**src/rtl/uart_tx_sched.sv**
```systemverilog
// ============================================================================
// Module      : uart_tx_sched
// Description : Two-requester round-robin arbiter feeding a TX FIFO, plus a
//               sequencer driving the UART core tx_data/tx_en/tx_busy handshake.
//               Optional WAIT timeout enabled by UART_TX_SCHED_TIMEOUT_EN.
// Revision    : 1.0 - initial release
// ============================================================================
`default_nettype none

module uart_tx_sched #(
  parameter int DEPTH   = 8,
  parameter int TIMEOUT = 1024
) (
  input  logic                       clk_50,
  input  logic                       reset,
  input  logic                       flush,
  input  logic                       req0_valid,
  input  logic [7:0]                 req0_data,
  output logic                       req0_ready,
  input  logic                       req1_valid,
  input  logic [7:0]                 req1_data,
  output logic                       req1_ready,
  output logic [7:0]                 tx_data,
  output logic                       tx_en,
  input  logic                       tx_busy,
  output logic [$clog2(DEPTH):0]     fifo_count,
  output logic                       fifo_empty,
  output logic                       fifo_full,
  output logic                       timeout_err
);

  localparam int c_addr_w = $clog2(DEPTH);
  localparam logic [c_addr_w:0] c_full_count = (c_addr_w + 1)'(DEPTH);

  typedef enum logic [1:0] {
    ST_IDLE     = 2'd0,
    ST_WAIT     = 2'd1,
    ST_TRANSMIT = 2'd2
  } state_t;

  logic [7:0]          r_mem [DEPTH];
  logic [c_addr_w-1:0] r_wr_ptr;
  logic [c_addr_w-1:0] r_rd_ptr;
  logic [c_addr_w:0]   r_count;
  logic                r_rr;
  state_t              r_state;

  logic       w_can_push;
  logic       w_push0;
  logic       w_push1;
  logic       w_push;
  logic       w_pop;
  logic [7:0] w_push_data;

  assign fifo_count = r_count;
  assign fifo_empty = (r_count == '0);
  assign fifo_full  = (r_count == c_full_count);

  // r_rr == 1 means req1 wins a tie; it names the requester not granted last.
  assign w_can_push  = !fifo_full && !flush;
  assign req0_ready  = w_can_push && (!req1_valid || !r_rr);
  assign req1_ready  = w_can_push && (!req0_valid || r_rr);
  assign w_push0     = req0_valid && req0_ready;
  assign w_push1     = req1_valid && req1_ready;
  assign w_push      = w_push0 || w_push1;
  assign w_push_data = w_push1 ? req1_data : req0_data;
  assign w_pop       = (r_state == ST_IDLE) && !fifo_empty;

  always_ff @(posedge clk_50) begin
    if (w_push) begin
      r_mem[r_wr_ptr] <= w_push_data;
    end
  end

  always_ff @(posedge clk_50) begin
    if (reset) begin
      r_wr_ptr <= '0;
      r_rd_ptr <= '0;
      r_count  <= '0;
      r_rr     <= 1'b0;
    end else if (flush) begin
      r_wr_ptr <= '0;
      r_rd_ptr <= '0;
      r_count  <= '0;
    end else begin
      if (w_push) begin
        r_wr_ptr <= r_wr_ptr + 1'b1;
        r_rr     <= w_push0;
      end
      if (w_pop) begin
        r_rd_ptr <= r_rd_ptr + 1'b1;
      end
      if (w_push && !w_pop) begin
        r_count <= r_count + 1'b1;
      end else if (!w_push && w_pop) begin
        r_count <= r_count - 1'b1;
      end
    end
  end

`ifdef UART_TX_SCHED_TIMEOUT_EN
  localparam int c_timer_w = $clog2(TIMEOUT + 1);
  localparam logic [c_timer_w-1:0] c_timer_max = c_timer_w'(TIMEOUT - 1);

  logic [c_timer_w-1:0] r_timer;
  logic                 r_timeout_err;

  assign timeout_err = r_timeout_err;
`else
  assign timeout_err = 1'b0;
`endif

  always_ff @(posedge clk_50) begin
    if (reset) begin
      r_state <= ST_IDLE;
      tx_en   <= 1'b0;
      tx_data <= 8'h00;
`ifdef UART_TX_SCHED_TIMEOUT_EN
      r_timer       <= '0;
      r_timeout_err <= 1'b0;
`endif
    end else begin
`ifdef UART_TX_SCHED_TIMEOUT_EN
      if (flush) begin
        r_timeout_err <= 1'b0;
      end
`endif
      case (r_state)
        ST_IDLE: begin
          if (w_pop) begin
            tx_data <= r_mem[r_rd_ptr];
            tx_en   <= 1'b1;
            r_state <= ST_WAIT;
`ifdef UART_TX_SCHED_TIMEOUT_EN
            r_timer <= '0;
`endif
          end
        end
        ST_WAIT: begin
          // tx_busy takes priority over an expiring timer.
          if (tx_busy) begin
            tx_en   <= 1'b0;
            r_state <= ST_TRANSMIT;
          end
`ifdef UART_TX_SCHED_TIMEOUT_EN
          else if (r_timer == c_timer_max) begin
            tx_en         <= 1'b0;
            r_state       <= ST_IDLE;
            r_timeout_err <= 1'b1;
          end else begin
            r_timer <= r_timer + 1'b1;
          end
`endif
        end
        ST_TRANSMIT: begin
          if (!tx_busy) begin
            r_state <= ST_IDLE;
          end
        end
        default: begin
          tx_en   <= 1'b0;
          r_state <= ST_IDLE;
        end
      endcase
    end
  end

endmodule

`default_nettype wire

```
**config.mk**
```make
export PLATFORM = sky130hd
export DESIGN_NAME = uart_tx_sched
export DESIGN_NICKNAME = d
export VERILOG_FILES = /design/src/rtl/uart_tx_sched.sv
export SDC_FILE = /design/constraint.sdc
export NUM_CORES = 1
export LEC_CHECK = 0
export ABC_AREA = 1
export CAP_MARGIN = 0
export CORE_MARGIN = 3
export CORE_UTILIZATION = 55
export CTS_BUF_LIST = sky130_fd_sc_hd__clkbuf_4 sky130_fd_sc_hd__clkbuf_8
export CTS_CLUSTER_DIAMETER = 120
export CTS_CLUSTER_SIZE = 28
export DETAILED_ROUTE_END_ITERATION = 16
export GPL_ROUTABILITY_DRIVEN = 0
export PLACE_DENSITY_LB_ADDON = 0.25
export SYNTH_ARGS = -nofsm -noshare
export SYNTH_HDL_FRONTEND = slang
export SYNTH_SLANG_ARGS = --single-unit
```
**constraint.sdc**
```tcl
create_clock -name clk_50 -period 5.4 [get_ports clk_50]
set_input_delay 0.81 -clock clk_50 [delete_from_list [all_inputs] [get_ports clk_50]]
set_output_delay 0.81 -clock clk_50 [all_outputs]
set_load 0.1 [all_outputs]
```
=== After elaboration in Yosys (flattened, before gate mapping) ===
Memories as Yosys holds them, arrays and structs flattened. A register that Yosys moved wholly into a read port is not among the register bits.
Index checks and enable logic that the tools add are counted.

* Register bits after elaboration: 14
* RAM bits: 64
* Logic and storage cells: 58
* Output and inout bits: 18
* Memories: 1
* Input bits: 22

* $add $sub $neg: 4
* Eq/ne operators: 6
* Bitwise gates (word level): 2
* Mux-type cells: 12
* Reductions and logical operators: 27

{| class="wikitable"
|+ Memories
! memory !! depth !! width !! read ports !! clocked after memory_dff !! write ports !! RTL line !! RTL
|-
| r_mem || 8 || 8 || 1 || 1 || 1 || 41 || <nowiki>logic [7:0] r_mem [DEPTH];</nowiki>
|}

{| class="wikitable"
|+ Operators by type and width
! cell !! count
|-
| 1-bit logical AND || 8
|-
| 1-bit logical NOT || 8
|-
| 4-bit two-way mux || 2
|-
| 8-bit two-way mux || 1
|-
| 3-bit by 1-bit adder with 3-bit output (second input constant) || 2
|-
| 2-bit two-way mux || 3
|-
| 2-bit inequality test (second input constant) || 3
|-
| 2-bit case mux with 3 select lines || 1
|-
| 3-bit AND reduction || 2
|-
| 4-bit by 1-bit adder with 4-bit output (second input constant) || 1
|-
| 4-bit equality test (second input constant) || 1
|-
| 4-bit logical NOT || 1
|-
| 1-bit two-way mux || 4
|-
| 2-bit AND reduction || 2
|-
| 4-bit by 1-bit subtractor with 4-bit output (second input constant) || 1
|-
| 1-bit logical OR || 3
|-
| 1-bit case mux with 3 select lines || 1
|-
| 2-bit by 1-bit equality test with 1-bit output (second input constant) || 1
|-
| 2-bit equality test (second input constant) || 1
|-
| 2-bit logical NOT || 1
|-
| 1-bit inverter || 2
|-
| 2-bit nonzero test || 1
|-
| 2-bit OR reduction || 1
|}

=== Longest topological paths before layout ===
* Word-level depth: 10
* Mapped depth: 14
* Mapped depth without buffers: 14

=== Least setup slack after synthesis ===
Ideal clock, no wire load.

* Path type: register -> output
* Start point: register r_count[0] (netlist: fifo_count[0])
* End point: output req0_ready
* Buffers on the path: 0
* Stages on the path, launching flop included: 5
* Setup slack: 1.745 ns
* Data arrival time: 2.845 ns
* Data required time: 4.590 ns
* Cells stage by stage: dfxtp_1 > nor2_4 > nand2_4 > nand2_1 > a21oi_1

* Longest elaborated chain between the ends: 4

{| class="wikitable"
|+ Ends and longest elaborated chain
! what !! RTL line !! RTL
|-
| from (decl) || 44 || <nowiki>logic [c_addr_w:0] r_count;</nowiki>
|-
| from (signal assigned) || 94 || <nowiki>r_count <= r_count + 1'b1;</nowiki>
|-
| from (signal assigned) || 96 || <nowiki>r_count <= r_count - 1'b1;</nowiki>
|-
| 4-bit equality test || 57 || <nowiki>assign fifo_full = (r_count == c_full_count);</nowiki>
|-
| 1-bit logical NOT || 60 || <nowiki>assign w_can_push = !fifo_full && !flush;</nowiki>
|-
| 1-bit logical AND || 60 ||
|-
| 1-bit logical AND || 61 || <nowiki>assign req0_ready = w_can_push && (!req1_valid || !r_rr);</nowiki>
|-
| to (decl) || 19 || <nowiki>output logic req0_ready,</nowiki>
|}

No other way between the ends.

=== Worst setup path in the final report ===
* Start point: input flush
* End point: output req0_ready

* Longest elaborated chain between the ends: 3

{| class="wikitable"
|+ Ends and longest elaborated chain
! what !! RTL line !! RTL
|-
| from (decl) || 16 || <nowiki>input logic flush,</nowiki>
|-
| 1-bit logical NOT || 60 ||
|-
| 1-bit logical AND || 60 ||
|-
| 1-bit logical AND || 61 ||
|}

No other way between the ends.

==> run_results.csv <==
group,metric,value,unit
status,status,"complete, no violations",
routing,dr.first_iter.drc_count,146,
global_routing,antenna_found_initial,0,
die,start_util,57.3,%
synthesis,syn_nets,445,
timing,fin_setup_tns,0,ns
clock_network,cts.sinks,86,
pwr,seq_power_share,35.2,%
pwr,p_switching,1.12,mW
place,dpl.cell_count,536,
job,drv_cap,0,
routing,wirelength,7650,um
synthesis,synth.distinct_cells,29,
global_routing,grt_use_total,19.7,%
routing,vias,2757,
timing,setup_ws,1.79,ns
timing,tightest_slew,0.976,ns
setup_path,worstPathArrival,2.80,ns
finish,n_fill_cell,550,
timing,slew_headroom,34.7,%
place,place_hpwl,5110,um
timing,rsz0062_at_grt,"no",
pwr,cellLeakagePower,1.92,nW
die,die-area,0.00821,sq mm
finish,layout.nets,479,
finish,area_growth,15.2,%
global_routing,grt_pass1_wl,12300,um
clock_network,clk_path_buf_depth,2,
pwr,ir_worst_vdd,450,uV
finish,stdcell_count,552,
clock_network,cts_setup_buffers,0,
clock_network,clkTransAtPathRegs,0.08,ns
synthesis,avgSynthCellArea,9.44,sq um
pwr,power_density,535,mW/mm^2
pwr,pwr-share-clk,18.3,%
timing,fin_crit_sh,66.9,%
pwr,swShare,46.1,%
clock_network,cts-htree-levels,3,
finish,utilization,66.0,%
synthesis,ys_seq_area_share,60.0,%
timing,hold_ws,0.467,ns
synthesis,synthCells,417,
global_routing,grt-ovfl-total,0,
routing,drc_errors,0,
min_path,min_delay_path_depth,2,
routing,via_per_inst,4.99,
timing,skew,0.00795,ns
synthesis,syn_area,0.00394,sq mm
clock_network,worstSkewPairLatency,0.35,ns
synthesis,synth.largest_area_cell,"edfxtp_1",
synthesis,yosys_register_bits,86,
place,port-buffer-count,38,
global_routing,grt_pass1_vias,2594,
timing,final_hold_viol_count,0,
clock_network,root_buffer,"clkbuf_8",
die,row_count,30,
pwr,comb_power_share,46.5,%
routing,drt_first_pass_iters,4,
clock_network,cts_tree,"yes",
pwr,cell_internal_pwr,1.31,mW
place,post-place-ws,1.79,ns
die,coreArea,0.00687,sq mm
routing,ant_nets,0,
synthesis,yosysTopAreaCellShare,48.8,%
synthesis,yosys-top-cells-area,"edfxtp_1 (49%), dfxtp_1 (11%), nand2_1 (11%)",
clock_network,cts_resized,0,
timing,setup_viol,0,
clock_network,hold_buffers,0,
timing,drv_slew,0,
finish,drive_above_1_share,6.80,%
timing,period_needed,3.61,ns
setup_path,crit_fanout,3,
setup_path,crit_path_end_kind,"primary output",
global_routing,grt_max_degree,35,
die,die_h,90.6,um
finish,antenna_cells,0,
clock_network,numCtsBuffers,9,
routing,wl_per_cell,13.8,um
setup_path,startpoint_type,"primary input",
min_path,min_path_type,"register to register",
die,die_w,90.6,um
setup_path,critPathRequiredTime,4.59,ns
setup_path,crit_type,"primary input to primary output",
timing,fmax,0.277,GHz
synthesis,yosysWarnings,0,
die,pin_count,40,
setup_path,reg2reg_depth,13,
==> cells in the final DEF (no fill, tap or decap), drive strengths merged, types with 4 or more instances in the layout <==
| master | netlist | final |
|---|---|---|
| inv | 73 | 75 |
| edfxtp | 64 | 64 |
| a21oi | 23 | 23 |
| clkbuf | 1 | 11 |
| nand3 | 56 | 56 |
| ha | 5 | 5 |
| dfxtp | 22 | 22 |
| clkinv | 2 | 4 |
| clkdlybuf4s50 | 0 | 38 |
| nand2 | 119 | 119 |
| o21ai | 13 | 13 |
| nor2 | 14 | 14 |
==> per-layer routing <==
layer	GRT usage [%]	share of wire, %	vias up
li1	-	-	1412
met1	26.2	43	1243
met2	30.5	47	83
met3	3.75	6.8	19
met4	11.0	3.0	0
met5	0	0	-
==> state kept, by name (all words and copies together) (netlist names) <==
name        cells
r_rr            1
fifo_count      4
tx_data         8
tx_en           1
r_wr_ptr        3
r_mem          64
r_state         2
r_rd_ptr        3
==> critical path, cell delays in order <==
cell and delay (ns):
clkdlybuf4s50_1 0.42, inv_1 0.18, nand2_1 0.09, a21oi_1 0.13
clkdlybuf4s50_1 1.16
==> area by class of cell <==
| type | instances | area [sq um] | area share [%] |
|---|---|---|---|
| inverter | 75 | 285 | 6.29 |
| sequential | 86 | 2360 | 52.1 |
| clock inverter | 5 | 56.3 | 1.24 |
| tap | 96 | 120 | 2.65 |
| clock buffer | 11 | 145 | 3.20 |
| timing repair buffer | 39 | 388 | 8.55 |
| multi-input combinational | 240 | 1180 | 26.0 |
==> through the flow <==
| step | power [mW] | area [sq um] |
|---|---|---|
| global route | 2.56 | 4540 |
| CTS | 2.44 | 4540 |
| finish | 2.43 | 4540 |
| floorplan | 1.76 | 3940 |
| global placement | 1.98 | 4330 |
| detailed placement | 2.00 | 4330 |
==> power groups by stage <==
stage / Sequential [mW] / Clock (mW) / Combinational (mW)
6_report: 0.854 / 0.445 / 1.13
5_1_grt: 0.865 / 0.481 / 1.21
4_1_cts: 0.854 / 0.456 / 1.13
3_5_place_dp: 0.869 / 0 / 1.13
3_3_place_gp: 0.867 / 0 / 1.12
2_1_floorplan: 1.17 / 0 / 0.589
==> logic make-up after synthesis <==
group                    count (synthesis)  synth area share, %
AND/OR/NAND/NOR                        193                 22.3
AO/OA/AOI/OAI                           36                 4.58
other                                    1               0.0953
buffers and inverters                   91                 10.0
XOR/XNOR                                 4                0.890
adder cells (fa/ha/maj)                  6                 2.10
flip-flops                              86                 60.0
==> cell usage after synthesis <==
| library cell | n |
|---|---|
| clkinv_1 | 1 |
| xnor2_1 | 1 |
| nand2_4 | 2 |
| nand3_1 | 55 |
| nand3_2 | 1 |
| clkbuf_1 | 1 |
| inv_4 | 1 |
| o21ai_0 | 5 |
| edfxtp_1 | 64 |
| nor2_1 | 12 |
| o21ai_1 | 8 |
| clkinv_2 | 1 |
| inv_1 | 69 |
| buf_6 | 3 |
| or3b_1 | 1 |
| conb_1 | 1 |
| and3_1 | 1 |
| buf_2 | 7 |
| inv_2 | 3 |
| xor2_1 | 3 |
| fa_1 | 1 |
| buf_4 | 5 |
| a21oi_1 | 23 |
| ha_1 | 5 |
| nor2_4 | 2 |
| dfxtp_1 | 22 |
| nand2_2 | 2 |
| nand4_4 | 2 |
| nand2_1 | 115 |
==> worst paths after layout <==
check / startpoint / end / slack (ns)
setup / recovery: flush / req0_ready / 1.79
hold / removal: tx_data[3] / tx_data[3] / 0.47
setup reg to reg: fifo_count[0] / fifo_count[3] / 3.02
hold reg to reg: tx_data[3] / tx_data[3] / 0.47
No activity file was read; power rests on OpenSTA's default activity.
